`src/rtl/calc1_port_driver_if.sv`:
```
// calc1_port_driver_if: bundles the signals around one calc1 port driver.
//   op_*   : operation request (valid/ready), offered by the requester
//   req_*  : serialised two-cycle request driven towards calc1
//   out_*  : calc1 response inputs for this port
//   rsp_*  : captured response (valid/ready) returned to the requester
// Modports: slave = driver view, master = requester/port-model view.
interface calc1_port_driver_if;
    logic        op_valid;
    logic        op_ready;
    logic [0:3]  op_cmd;
    logic [0:31] op_data1;
    logic [0:31] op_data2;
    logic [0:3]  req_cmd_out;
    logic [0:31] req_data_out;
    logic [0:1]  out_resp;
    logic [0:31] out_data;
    logic        rsp_valid;
    logic        rsp_ready;
    logic [0:1]  rsp_code;
    logic [0:31] rsp_data;
    logic        rsp_timeout;

    modport slave (
        input  op_valid, op_cmd, op_data1, op_data2, out_resp, out_data, rsp_ready,
        output op_ready, req_cmd_out, req_data_out, rsp_valid, rsp_code, rsp_data, rsp_timeout
    );

    modport master (
        output op_valid, op_cmd, op_data1, op_data2, out_resp, out_data, rsp_ready,
        input  op_ready, req_cmd_out, req_data_out, rsp_valid, rsp_code, rsp_data, rsp_timeout
    );
endinterface

```
`src/rtl/calc1_port_driver.sv`:
```
// calc1_port_driver: upstream request sequencer for one calc1 port.
// Takes one complete operation, drives it onto calc1 as cmd+data1 then data2,
// waits for out_resp (bounded by TIMEOUT_CYCLES), and holds the response until
// it is consumed. At most one operation is outstanding.
// Ports:
//   c_clk, reset_n : clock, asynchronous active-low reset
//   bus            : calc1_port_driver_if.slave (op, req, out, rsp groups)
//   busy           : FSM not idle
//   timeout_count  : saturating count of timeouts since reset
module calc1_port_driver #(
    parameter int TIMEOUT_CYCLES = 32,
    parameter int CNT_W          = 8
) (
    input  logic                c_clk,
    input  logic                reset_n,
    calc1_port_driver_if.slave  bus,
    output logic                busy,
    output logic [0:CNT_W-1]    timeout_count
);

    typedef enum logic [2:0] {
        S_IDLE,
        S_CMD,
        S_OPND2,
        S_WAIT,
        S_HOLD
    } state_t;

    state_t      state;
    logic        ready_en;   // keeps op_ready low until the first edge after reset
    logic [0:31] data2_q;
    logic [7:0]  timer;
    logic [7:0]  timer_nxt;
    logic        op_fire;

    // timer holds the count of completed WAIT cycles; timer_nxt is the
    // 1-based index of the current WAIT cycle.
    assign timer_nxt    = timer + 8'd1;
    assign bus.op_ready = ready_en && (state == S_IDLE);
    assign busy         = (state != S_IDLE);
    assign op_fire      = bus.op_valid && bus.op_ready;

    always_ff @(posedge c_clk or negedge reset_n) begin
        if (!reset_n) begin
            state            <= S_IDLE;
            ready_en         <= 1'b0;
            data2_q          <= '0;
            timer            <= '0;
            timeout_count    <= '0;
            bus.req_cmd_out  <= '0;
            bus.req_data_out <= '0;
            bus.rsp_valid    <= 1'b0;
            bus.rsp_code     <= '0;
            bus.rsp_data     <= '0;
            bus.rsp_timeout  <= 1'b0;
        end else begin
            ready_en <= 1'b1;
            case (state)
                S_IDLE: begin
                    if (op_fire) begin
                        // cmd and data1 go straight into the request registers
                        bus.req_cmd_out  <= bus.op_cmd;
                        bus.req_data_out <= bus.op_data1;
                        data2_q          <= bus.op_data2;
                        state            <= S_CMD;
                    end
                end
                S_CMD: begin
                    bus.req_cmd_out  <= '0;
                    bus.req_data_out <= data2_q;
                    state            <= S_OPND2;
                end
                S_OPND2: begin
                    bus.req_data_out <= '0;
                    timer            <= '0;
                    state            <= S_WAIT;
                end
                S_WAIT: begin
                    timer <= timer_nxt;
                    // A real response beats an expiry in the same cycle.
                    if (bus.out_resp != 2'b00) begin
                        bus.rsp_code    <= bus.out_resp;
                        bus.rsp_data    <= bus.out_data;
                        bus.rsp_timeout <= 1'b0;
                        bus.rsp_valid   <= 1'b1;
                        state           <= S_HOLD;
                    end else if (timer_nxt == 8'(TIMEOUT_CYCLES)) begin
                        bus.rsp_code    <= '0;
                        bus.rsp_data    <= '0;
                        bus.rsp_timeout <= 1'b1;
                        bus.rsp_valid   <= 1'b1;
                        if (!(&timeout_count))
                            timeout_count <= timeout_count + CNT_W'(1);
                        state           <= S_HOLD;
                    end
                end
                S_HOLD: begin
                    if (bus.rsp_ready) begin
                        bus.rsp_valid   <= 1'b0;
                        bus.rsp_timeout <= 1'b0;
                        state           <= S_IDLE;
                    end
                end
                default: state <= S_IDLE;
            endcase
        end
    end

endmodule

```
`src/flat_wrapper.sv`:
```
// flat-port wrapper written by rule: the top's interface ports become plain ports
module calc1_port_driver_flat 
#(
    parameter int TIMEOUT_CYCLES = 32,
    parameter int CNT_W          = 8
)
  (c_clk, reset_n, busy, timeout_count, bus_op_valid, bus_op_cmd, bus_op_data1, bus_op_data2, bus_out_resp, bus_out_data, bus_rsp_ready, bus_op_ready, bus_req_cmd_out, bus_req_data_out, bus_rsp_valid, bus_rsp_code, bus_rsp_data, bus_rsp_timeout);
  calc1_port_driver_if bus_i ();
  input  logic c_clk;
  input  logic reset_n;
  output logic busy;
  output logic [0:CNT_W-1] timeout_count;
  input wire logic [$bits(bus_i.op_valid)-1:0] bus_op_valid;
  input wire logic [$bits(bus_i.op_cmd)-1:0] bus_op_cmd;
  input wire logic [$bits(bus_i.op_data1)-1:0] bus_op_data1;
  input wire logic [$bits(bus_i.op_data2)-1:0] bus_op_data2;
  input wire logic [$bits(bus_i.out_resp)-1:0] bus_out_resp;
  input wire logic [$bits(bus_i.out_data)-1:0] bus_out_data;
  input wire logic [$bits(bus_i.rsp_ready)-1:0] bus_rsp_ready;
  output wire logic [$bits(bus_i.op_ready)-1:0] bus_op_ready;
  output wire logic [$bits(bus_i.req_cmd_out)-1:0] bus_req_cmd_out;
  output wire logic [$bits(bus_i.req_data_out)-1:0] bus_req_data_out;
  output wire logic [$bits(bus_i.rsp_valid)-1:0] bus_rsp_valid;
  output wire logic [$bits(bus_i.rsp_code)-1:0] bus_rsp_code;
  output wire logic [$bits(bus_i.rsp_data)-1:0] bus_rsp_data;
  output wire logic [$bits(bus_i.rsp_timeout)-1:0] bus_rsp_timeout;
  assign bus_i.op_valid = bus_op_valid;
  assign bus_i.op_cmd = bus_op_cmd;
  assign bus_i.op_data1 = bus_op_data1;
  assign bus_i.op_data2 = bus_op_data2;
  assign bus_i.out_resp = bus_out_resp;
  assign bus_i.out_data = bus_out_data;
  assign bus_i.rsp_ready = bus_rsp_ready;
  assign bus_op_ready = bus_i.op_ready;
  assign bus_req_cmd_out = bus_i.req_cmd_out;
  assign bus_req_data_out = bus_i.req_data_out;
  assign bus_rsp_valid = bus_i.rsp_valid;
  assign bus_rsp_code = bus_i.rsp_code;
  assign bus_rsp_data = bus_i.rsp_data;
  assign bus_rsp_timeout = bus_i.rsp_timeout;
  calc1_port_driver #(.TIMEOUT_CYCLES(TIMEOUT_CYCLES), .CNT_W(CNT_W)) u_core (.c_clk(c_clk), .reset_n(reset_n), .bus(bus_i), .busy(busy), .timeout_count(timeout_count));
endmodule
```
`config.mk`:
```
export PLATFORM = sky130hd
export DESIGN_NAME = calc1_port_driver_flat
export DESIGN_NICKNAME = d
export VERILOG_FILES = /design/src/rtl/calc1_port_driver_if.sv /design/src/rtl/calc1_port_driver.sv /design/src/flat_wrapper.sv
export SDC_FILE = /design/constraint.sdc
export NUM_CORES = 1
export LEC_CHECK = 0
export BUFFER_PORTS_ARGS = -buffer_cell sky130_fd_sc_hd__buf_4
export CORE_ASPECT_RATIO = 1.4
export CORE_MARGIN = 3
export CORE_UTILIZATION = 48
export DETAILED_ROUTE_END_ITERATION = 12
export PLACE_DENSITY = 0.83
export REMOVE_ABC_BUFFERS = 1
export SKIP_CTS_REPAIR_TIMING = 1
export SYNTH_ARGS = -nofsm -noshare
export SYNTH_HDL_FRONTEND = slang
export SYNTH_SLANG_ARGS = --single-unit
```
`constraint.sdc`:
```
create_clock -name c_clk -period 2.95 [get_ports c_clk]
set_input_delay 0.295 -clock c_clk [delete_from_list [all_inputs] [get_ports c_clk]]
set_output_delay 0.295 -clock c_clk [all_outputs]
set_load 0.05 [all_outputs]
```
After elaboration in Yosys (flattened, before gate mapping) --
Index checks and enable logic that the tools add are counted.
Word-level totals: register bits 124, bits in latches 0, memory bits (writable) 0, bits in read-only memories 0, input bits 106, output and inout bits 82, word-level logic and storage cells 61, memories kept 0
Operators by class: add/subtract/negate cells 2, multipliers 0, divide/modulo/power cells 0, magnitude comparators 0, equality and inequality tests 8, shift-type cells 0, muxes and demuxes 20, bitwise gates (word level) 2, reductions and logical operators 18
Operator list (count):
- $mux W32 | 3
- $pmux W32 S3 | 1
- $add A8 B1 Y8 const B | 2
- $pmux W8 S2 | 1
- $pmux W3 S5 | 1
- $mux W3 | 4
- $reduce_bool A2 Y1 | 5
- $eq A8 B6 Y1 const B | 1
- $pmux W4 S2 | 1
- $reduce_and A2 Y1 | 4
- $reduce_and A8 Y1 | 1
- $eq A3 B2 Y1 const B | 2
- $reduce_and A3 Y1 | 2
- $reduce_bool A3 Y1 | 2
- $mux W1 | 4
- $mux W2 | 2
- $mux W4 | 1
- $pmux W1 S2 | 2
- $reduce_and A4 Y1 | 1
- $eq A3 B1 Y1 const B | 1
- $eq A3 B3 Y1 const B | 1
- $logic_not A3 Y1 | 1
- $ne A3 B1 Y1 const B | 1
- $logic_and A1 B1 Y1 | 2
- 3 further kinds | 4

Logic depth before layout (Yosys ltp) --
Gate-level depths: netlist of the first run.
depth after elaboration 5, depth in mapped cells 7, gate-level depth less buffers 6

Worst setup path after synthesis of the first run --
No wires, ideal clock.
path type reg2reg, from register u_core.timer[0], to register u_core.timeout_count[6] (netlist name), setup time 0.125 ns, data arrival time 1.983 ns, data required time 2.825 ns, setup slack 0.842 ns, stages on the path, launching flop included 7, path buffers 0, period minus slack after synthesis 2.108 ns, cell sequence dfrtp_1 -> ha_1 -> a21boi_0 -> a21o_1 -> a32oi_2 -> or4_4 -> mux2_4
Between the ends: longest elaborated chain between the ends 3
RTL lines:
- start, declared | RTL line calc1_port_driver.sv:32 | logic [7:0] timer;
- start signal, assigned | RTL line calc1_port_driver.sv:79 | timer <= timer_nxt;
- $add A8 B1 Y8 | RTL line calc1_port_driver.sv:38 | assign timer_nxt = timer + 8'd1;
- $eq A8 B6 Y1 | RTL line calc1_port_driver.sv:87 | end else if (timer_nxt == 8'(TIMEOUT_CYCLES)) begin
- $reduce_and A4 Y1 (no source line)
- end signal, assigned | RTL line calc1_port_driver.sv:93 | timeout_count <= timeout_count + CNT_W'(1);
- end, declared | RTL line calc1_port_driver.sv:18 | output logic [0:CNT_W-1] timeout_count
No other way between the ends. A chain may end at the register's enable or synchronous reset.

Final worst setup path of the first run --
Ends and elaborated chain as after synthesis.

==> results.md, run 1 <==
Status:
- The run finished with clean final reports.

Synthesis:
- Counting flops with a built-in enable in the synthesized netlist gives 0.
- The share of synthesized area in the top cell type comes to 0.575.
- The most used flip-flop cell after synthesis is sky130_fd_sc_hd__dfrtp_1.
- Ranked by total cell area, the synthesized netlist is headed by sky130_fd_sc_hd__dfrtp_1 58%, sky130_fd_sc_hd__nand2_1 15%, sky130_fd_sc_hd__a21oi_1 6.1%.
- The sequential share of the synthesized area is 0.575.
- Counting distinct cell types in the post-synthesis netlist gives 46.
- The mean instance size in the synthesized netlist is 8.89 um2.
- The most instantiated library cell after synthesis is sky130_fd_sc_hd__nand2_1.
- The synthesis warning total is 0.
- Summed over all instances, the cell type with the most area after synthesis is sky130_fd_sc_hd__dfrtp_1.
- The synthesized design contains 124 register bits.
- The cell count after synthesis is 607.
- By count the netlist is led by 217 x sky130_fd_sc_hd__nand2_1, 124 x sky130_fd_sc_hd__dfrtp_1, 66 x sky130_fd_sc_hd__a21oi_1.
- The post-synthesis instance area is 5400 um2.
- The fraction of synthesis flops using an asynchronous set or reset pin is 1.00.

Place:
- The weighted congestion at the end of routability-driven global placement is 0.867.
- The count of input and output buffers is 187.
- The number of placed instances, taps included, is 910.
- The HPWL after detailed placement is 10,400 um.
- Timing analysis after detailed placement gives a worst setup slack of 0.644 ns.

Drt:
- The mean number of vias per cell is 5.29.
- The remaining antenna violation count after routing is 0.
- The final layout contains routed wiring with a total length of 14,900 um.
- After detailed routing, the wire length on met1 is 5490 um.
- The routed layout has 4,978 vias.
- For this run, design rule violations remaining after detail routing come to 0.
- The length of the first detailed-routing pass in iterations is 4.
- The highest metal layer carrying signal wires in the routed design is met4.
- For this block, the initial DRC count from the detailed router was 287.
- The total length of routed met3 wires is 714 um.
- After detailed routing, the average wire length per cell comes to 15.8 um.
- Wire segments on met2 add up to 8180 um in the final route.

Setup path:
- The delay contributed by the slowest stage of the critical path is 0.60 ns.
- The number of cells traversed by the worst register-to-register path is 6.
- Walking the worst path, the cells encountered are ha_1 -> a21boi_0 -> a21o_1 -> a32oi_2 -> or4_4 -> mux2_4.
- The critical path is of the reg2reg type.
- The data arrival time of the critical path is 2.71 ns.
- The end of the worst register-to-register path is u_core.timeout_count[6]$_DFFE_PN0P_.
- The type of element capturing the critical path is a flip-flop.
- The startpoint of the worst-slack reg-to-reg timing path is u_core.timer[0]$_DFFE_PN0N_.
- At the worst endpoint, the required time is 3.24 ns.
- The number of buffers and inverters on the critical path is 0.
- Of all nets on the critical path, the largest fanout is 9.
- The largest individual stage delay along the critical path comes from the cell sky130_fd_sc_hd__or4_4.
- The kind of cell adding the most delay to the critical path is simple AND/OR/NAND/NOR gates.
- The worst setup path is launched from a flip-flop.
- For flop-to-flop paths, the worst setup slack is 0.53 ns.

Global routing:
- After global routing the overflow that remains totals 0.
- The via count of the first global-routing pass is 5,117.
- The number of antenna violations at the first check in global routing is 0.
- The overall global routing resource usage is 0.244.
- The global-route wire length before repair is 24,000 um.
- The largest net degree at the start of global routing is 69.

Floorplanning:
- The floorplan step set the die width to 95.6 um.
- For this configuration, the core starts out at a cell density of 0.494.
- The floorplan step defined a die boundary enclosing 12,600 um2.
- The height of the die is 131 um.
- Row generation in the floorplan step produced 45 rows.
- The area inside the core boundary is 10,900 um2.
- The number of top-level pins is 188.

Timing:
- The maximum clock skew at final layout is 0.00939 ns.
- The worst hold slack is 0.0798 ns.
- The worst-margin pin slew is 0.697 ns.
- The final critical path time including I/O delays and setup is 2.42 ns.
- The count of final hold-check violations is 0.
- Setup repair after global routing left no endpoint under its margin.
- Headroom to the max-slew limit came out at 0.535.
- The final sum of negative setup slack is 0 ns.
- The number of max-slew violations in the final report is 0.
- The highest achievable clock rate is 0.413 GHz.
- In the finished design, the share of the clock period the worst path needs comes to 0.822.
- The total of endpoints with negative setup slack in the final report is 0.
- The worst-case setup margin in the final layout is 0.526 ns.

Power and ir drop:
- The worst-case vdd ir drop is 0.926 mV.
- The leakage dissipation is 3.73 nW.
- The total power of the final layout is 9.57 mW.
- The areal power density over the cells is 1280 nW/um2.

Finish:
- The register area is 3100 um2.
- The area used by multi-input combinational logic is 2160 um2.
- The net count reported at finish is 898.
- The number of antenna diodes in the final layout is 0.
- After filler insertion, the fill cell instance count of the layout stands at 890.
- The count of non-filler cells in the finished layout is 941.
- The area growth from synthesis to layout is 38.8%.
- Of the cells placed in the final design, the portion with a size suffix greater than 1 is 0.300.

CTS:
- Clock-pin slew was measured on the worst setup and hold paths at 0.05 ns.
- The tree is rooted in a sky130_fd_sc_hd__clkbuf_16.
- The number of H-tree levels is 4.
- The clock drives 124 sinks.
- At the later pin of the worst-skew pair, clock insertion delay measures 0.41 ns.
- The number of CTS-inserted buffers is 17.
- The CTS tree is built.
- The maximum number of buffers from clock root to sink is 2.

Min path:
- Along the worst hold path, the cell count comes to 3.
- The source of the worst hold timing path is bus_op_data2[16].
- The path type of the worst min-delay path is in2reg.
- For hold timing, the worst endpoint is u_core.data2_q[15]$_DFFE_PN0P_.

Job:
- The count of maximum capacitance violations is 0.
[state kept, by name (all words and copies together), names as in the netlist]
| name | count |
|---|---|
| u_core.ready_en | 1 |
| u_core.bus.rsp_timeout | 1 |
| u_core.data2_q | 32 |
| u_core.bus.req_data_out | 32 |
| u_core.timer | 8 |
| u_core.state | 3 |
| u_core.bus.rsp_data | 32 |
| u_core.bus.rsp_code | 2 |
| u_core.timeout_count | 8 |
| u_core.bus.rsp_valid | 1 |
| u_core.bus.req_cmd_out | 4 |
[worst max path at each step]
stage          slack [ns]  cells past startpoint                        start                                     end
3_3_place_gp         0.73                      6  u_core.timer[0]$_DFFE_PN0N_     u_core.timeout_count[6]$_DFFE_PN0P_
3_5_place_dp         0.64                      6  u_core.timer[0]$_DFFE_PN0N_     u_core.timeout_count[6]$_DFFE_PN0P_
6_report             0.53                      6  u_core.timer[0]$_DFFE_PN0N_     u_core.timeout_count[6]$_DFFE_PN0P_
5_1_grt              0.44                      6  u_core.timer[0]$_DFFE_PN0N_     u_core.timeout_count[6]$_DFFE_PN0P_
2_1_floorplan       -0.18                      5  u_core.state[0]$_DFFE_PN0P_  u_core.bus.req_data_out[0]$_DFFE_PN0P_
4_1_cts              0.55                      6  u_core.timer[0]$_DFFE_PN0N_     u_core.timeout_count[6]$_DFFE_PN0P_
[where the power goes]
| group | total, mW | internal [mW] | switching (mW) |
|---|---|---|---|
| clock | 1.87 | 1.16 | 0.705 |
| combinational | 4.79 | 1.48 | 3.31 |
| sequential | 2.91 | 2.44 | 0.473 |
[final cells by class]
class                      count  share of cell area
tap                          141              0.0236
timing repair buffer         198               0.202
clock inverter                 8             0.00952
sequential                   124               0.414
clock buffer                  22              0.0606
inverter                       4             0.00200
multi-input combinational    444               0.288
[metrics by stage]
stage	utilization	area (um2)
CTS	0.685	7480
global placement	0.637	6950
finish	0.686	7490
detailed placement	0.637	6950
floorplan	-	5250
global route	0.686	7490
[placed cells by master (no fill, tap or decap), types with 2 or more instances in the layout]
cell / count
sky130_fd_sc_hd__nand2_1: 217
sky130_fd_sc_hd__buf_4: 195
sky130_fd_sc_hd__dfrtp_1: 124
sky130_fd_sc_hd__a21oi_1: 66
sky130_fd_sc_hd__o21ai_0: 41
sky130_fd_sc_hd__nor2_1: 40
sky130_fd_sc_hd__clkbuf_16: 17
sky130_fd_sc_hd__nand3_1: 8
sky130_fd_sc_hd__xor2_1: 7
sky130_fd_sc_hd__nor3_1: 6
sky130_fd_sc_hd__mux2i_1: 6
sky130_fd_sc_hd__nand2b_1: 5
sky130_fd_sc_hd__nor4_1: 5
sky130_fd_sc_hd__clkinv_2: 5
sky130_fd_sc_hd__inv_1: 4
sky130_fd_sc_hd__nand4_1: 4
sky130_fd_sc_hd__clkbuf_1: 4
sky130_fd_sc_hd__nand3_2: 3
sky130_fd_sc_hd__and3_1: 3
sky130_fd_sc_hd__ha_1: 3
sky130_fd_sc_hd__and2_1: 2
sky130_fd_sc_hd__nor2_2: 2
sky130_fd_sc_hd__a21o_1: 2
sky130_fd_sc_hd__buf_12: 2
[worst register-to-register path, stage by stage (launching register included)]
cell and delay [ns]:
sky130_fd_sc_hd__dfrtp_1 0.49, sky130_fd_sc_hd__ha_1 0.35, sky130_fd_sc_hd__a21boi_0 0.26, sky130_fd_sc_hd__a21o_1 0.16
sky130_fd_sc_hd__a32oi_2 0.14, sky130_fd_sc_hd__or4_4 0.60, sky130_fd_sc_hd__mux2_4 0.31
[logic make-up after synthesis]
family                     after synthesis  synth area share
muxes                                    8            0.0160
buffers and inverters                   39            0.0299
DFF                                    124             0.575
other                                    1          0.000695
adders and majority gates                3           0.00696
and+or+nand+nor                        304             0.234
xor gates and xnor gates                 8            0.0130
AOI/OAI and AO/OA                      120             0.124
[routing by layer]
layer,global-route usage,vias to the layer above
met2,0.419,185
met1,0.280,2390
li1,-,2357
met4,0.127,0
met5,0,-
met3,0.0475,46
(Power assumes the default switching activity.)
==> run 2, diff against run 1 <==
- clock period: 2.95 -> 2.4 ns (I/O delays scaled with it)
==> run 2 against run 1 <==
Critical endpoint unchanged. First-iteration DRC count shrank 2.4%. Final area up 1.0%. Worst hold slack got worse by 0.058 ns. Largest cell class unchanged. Total power is 24% higher.
==> results.md, run 2 (synthesis results as in run 1) <==
Status:
- The run finished with clean final reports.

Setup path:
- The end of the worst register-to-register path is u_core.timeout_count[6]$_DFFE_PN0P_.
- The category of the most critical setup path is reg2reg.
- The number of cells traversed by the worst register-to-register path is 6 (unchanged).
- The most critical setup path has its startpoint at u_core.timer[0]$_DFFE_PN0N_.
- The startpoint identified for the worst register-to-register timing path is u_core.timer[0]$_DFFE_PN0N_.
- STA classifies the critical path endpoint as a flip-flop.
- The register-to-register setup slack is 0.09 ns (-0.44 ns).
- The data arrival time of the critical path was 2.60 ns (-0.11 ns).
- The startpoint class of the critical path is a flip-flop.
- In this run the worst setup path terminates at u_core.timeout_count[6]$_DFFE_PN0P_.
- The required time of the worst setup path is 2.69 ns (-0.55 ns).
- The maximum fanout encountered on the critical timing path is 9 (unchanged).

Power and ir drop:
- The areal power density over the cells came to 1570 nW/um2 (+23%).
- The leakage dissipation is 3.75 nW (+0.67%).
- The worst-case vdd ir drop is 0.978 mV (+5.6%).

Finish:
- Leaving out fill and tap cells, the most frequent cells in the layout are 217 x sky130_fd_sc_hd__nand2_1, 196 x sky130_fd_sc_hd__buf_4, 124 x sky130_fd_sc_hd__dfrtp_1.
- The filler cell count is 867 (-2.6%).
- The fraction of final layout cells with drive strength greater than 1 came to 0.309 (+0.00932).
- The number of diodes added for antenna fixing is 0 (unchanged).
- The largest registers in the layout are u_core.bus.req_data_out x32, u_core.bus.rsp_data x32, u_core.data2_q x32.
- The net count reported at finish is 901 (+0.33%).
- The final core utilization is 0.693 (+0.00710).
- The library cell used most frequently in the layout, excluding fill and tap cells, is sky130_fd_sc_hd__nand2_1.
- The design area is 7570 um2 (+1.0%).
- Relative to the synthesized area, the layout overhead comes to 40.3%.

Timing:
- The total of endpoints with negative setup slack in the final report is 0 (unchanged).
- The number of max-slew violations in the final report came to 0 (unchanged).
- The count of final hold-check violations is 0 (unchanged).
- The final worst-path cycle share was 0.962 (+0.141).
- The final critical path time including I/O delays and setup is 2.31 ns (-0.114 ns).
- The maximum clock skew at final layout is 0.00556 ns (-0.00382 ns).
- The worst-margin pin slew is 0.642 ns (-0.0546 ns).
- The headroom to the max-slew limit is 0.572 (+0.0364).
- The highest achievable clock rate is 0.433 GHz (+5.0%).

Drt:
- The total length of routed met3 wires is 829 um (+16%).
- The met1 layer wirelength in the final routing is 5410 um (-1.4%).
- The total DRC errors in the routed layout is 0 (unchanged).
- The length of the first detailed-routing pass in iterations is 5 (+1).
- The mean number of vias per cell came to 5.32 (+0.65%).
- The remaining antenna violation count after routing came to 0 (unchanged).
- The average routed wire per standard cell is 15.9 um (+0.28%).
- The met2 routed wirelength is 8200 um (+0.20%).
- The detailed-route wire length is 15,000 um (+0.81%).
- The total number of vias was 5,037 (+1.2%).
- Signal routing reaches up to met4.
- The count of routing violations after the opening detailed-route iteration is 280 (-2.4%).

Min path:
- In this run the worst hold path is classified as in2reg.
- In this run the most critical hold path is launched from bus_op_data2[3].

Global routing:
- The overflow left after global routing is 0 (unchanged).
- The overall global routing resource usage is 0.246 (+0.00188).
- The via count of the first global-routing pass came to 5,225 (+2.1%).
- The global-route wire length before repair is 24,300 um (+1.2%).
- The largest net degree at the start of global routing is 49 (-29%).
- The number of antenna violations at the first check in global routing is 0 (unchanged).

CTS:
- The maximum number of buffers from clock root to sink came to 2 (unchanged).
- The clock sink total is 124 (unchanged).
- The number of H-tree levels came to 4 (unchanged).
- The number of CTS-inserted buffers came to 17 (unchanged).
- The clock tree root driver cell is sky130_fd_sc_hd__clkbuf_16.
- The clock insertion delay at the later pin of the skew report is 0.41 ns (about the same).
- The clock transition time at the flip-flop clock pins of the worst setup and hold paths was 0.06 ns (about the same).
- TritonCTS built the clock tree.

Place:
- The HPWL after detailed placement is 10,600 um (+1.4%).
- The weighted congestion at the end of routability-driven global placement is 0.839 (-3.3%).
- The count of input and output buffers is 187 (unchanged).
- The placed standard-cell area is 6990 um2 (+0.50%).

Floorplanning:
- The floorplan row count is 45 (unchanged).
- The height of the die is 131 um (unchanged).
- The area inside the core boundary is 10,900 um2 (unchanged).
- The initial cell density of the core came to 0.494 (unchanged).
- The horizontal die dimension is 95.6 um (unchanged).
- The total die area is 12,600 um2 (unchanged).
- The number of top-level pins came to 188 (unchanged).

Job:
- The count of maximum capacitance violations is 0 (unchanged).
==> run 2: cell count changes in the layout (fill, tap and decap cells not counted), sizes merged <==
| cell | previous run | this run |
|---|---|---|
| buf | 197 | 200 |
| clkinv | 6 | 7 |
| clkinvlp | 1 | 3 |
| clkbuf | 22 | 21 |
==> run 2: worst min-delay path by stage <==
| stage | end | depth (start not counted) |
|---|---|---|
| after detailed placement | u_core.bus.req_data_out[28]$_DFFE_PN0P_ | 1 |
| after global routing | u_core.data2_q[7]$_DFFE_PN0P_ | 3 |
| final | u_core.data2_q[28]$_DFFE_PN0P_ | 3 |
| after CTS | u_core.bus.req_data_out[28]$_DFFE_PN0P_ | 1 |
| after global placement | u_core.bus.req_data_out[17]$_DFFE_PN0P_ | 1 |
| after floorplan | u_core.bus.req_cmd_out[0]$_DFFE_PN0P_ | 0 |
==> run 2: area by class of cell <==
class                   count  area (um2)  area share
clock buffers              21         460      0.0608
clock inverters            11        95.1      0.0126
well taps                 141         176      0.0233
multi-input cells         444        2160       0.286
inverters                   4        15.0     0.00198
repair buffers            201        1550       0.205
flip-flops and latches    124        3100       0.410
==> run 2: report_power, final <==
group | total, mW | internal [mW] | leakage, nW | switching, mW
combinational | 5.92 | 1.86 | 1.93 | 4.06
clock | 2.38 | 1.47 | 0.269 | 0.907
sequential | 3.60 | 3.00 | 1.56 | 0.594
total | 11.9 | 6.33 | 3.75 | 5.56
==> run 2: metrics by stage <==
stage               instances  hold WS, ns  setup WS [ns]  power [mW]  TNS [ns]
global route              946       0.0156       -0.00339        12.6  -0.00339
floorplan                 572      -0.0556         -0.726        7.46    -37.56
finish                    946       0.0217         0.0908        11.9         0
detailed placement        913        0.304         0.0931        9.54         0
global placement          913        0.301          0.229        9.33         0
CTS                       945       -0.136         0.0765        12.0         0
==> run 2: metal layers <==
metal  vias to the layer above  global-route usage
li1                       2362                   -
met3                        51              0.0498
met1                      2421               0.284
met5                         -                   0
met4                         0               0.127
met2                       203               0.419
==> run 2: worst max-delay path: stages (launching register included) <==
cell,delay [ns]
sky130_fd_sc_hd__dfrtp_1,0.48
sky130_fd_sc_hd__ha_2,0.30
sky130_fd_sc_hd__nand3_2,0.14
sky130_fd_sc_hd__nor2_2,0.23
sky130_fd_sc_hd__a31oi_4,0.19
sky130_fd_sc_hd__or4_4,0.54
sky130_fd_sc_hd__mux2_4,0.31
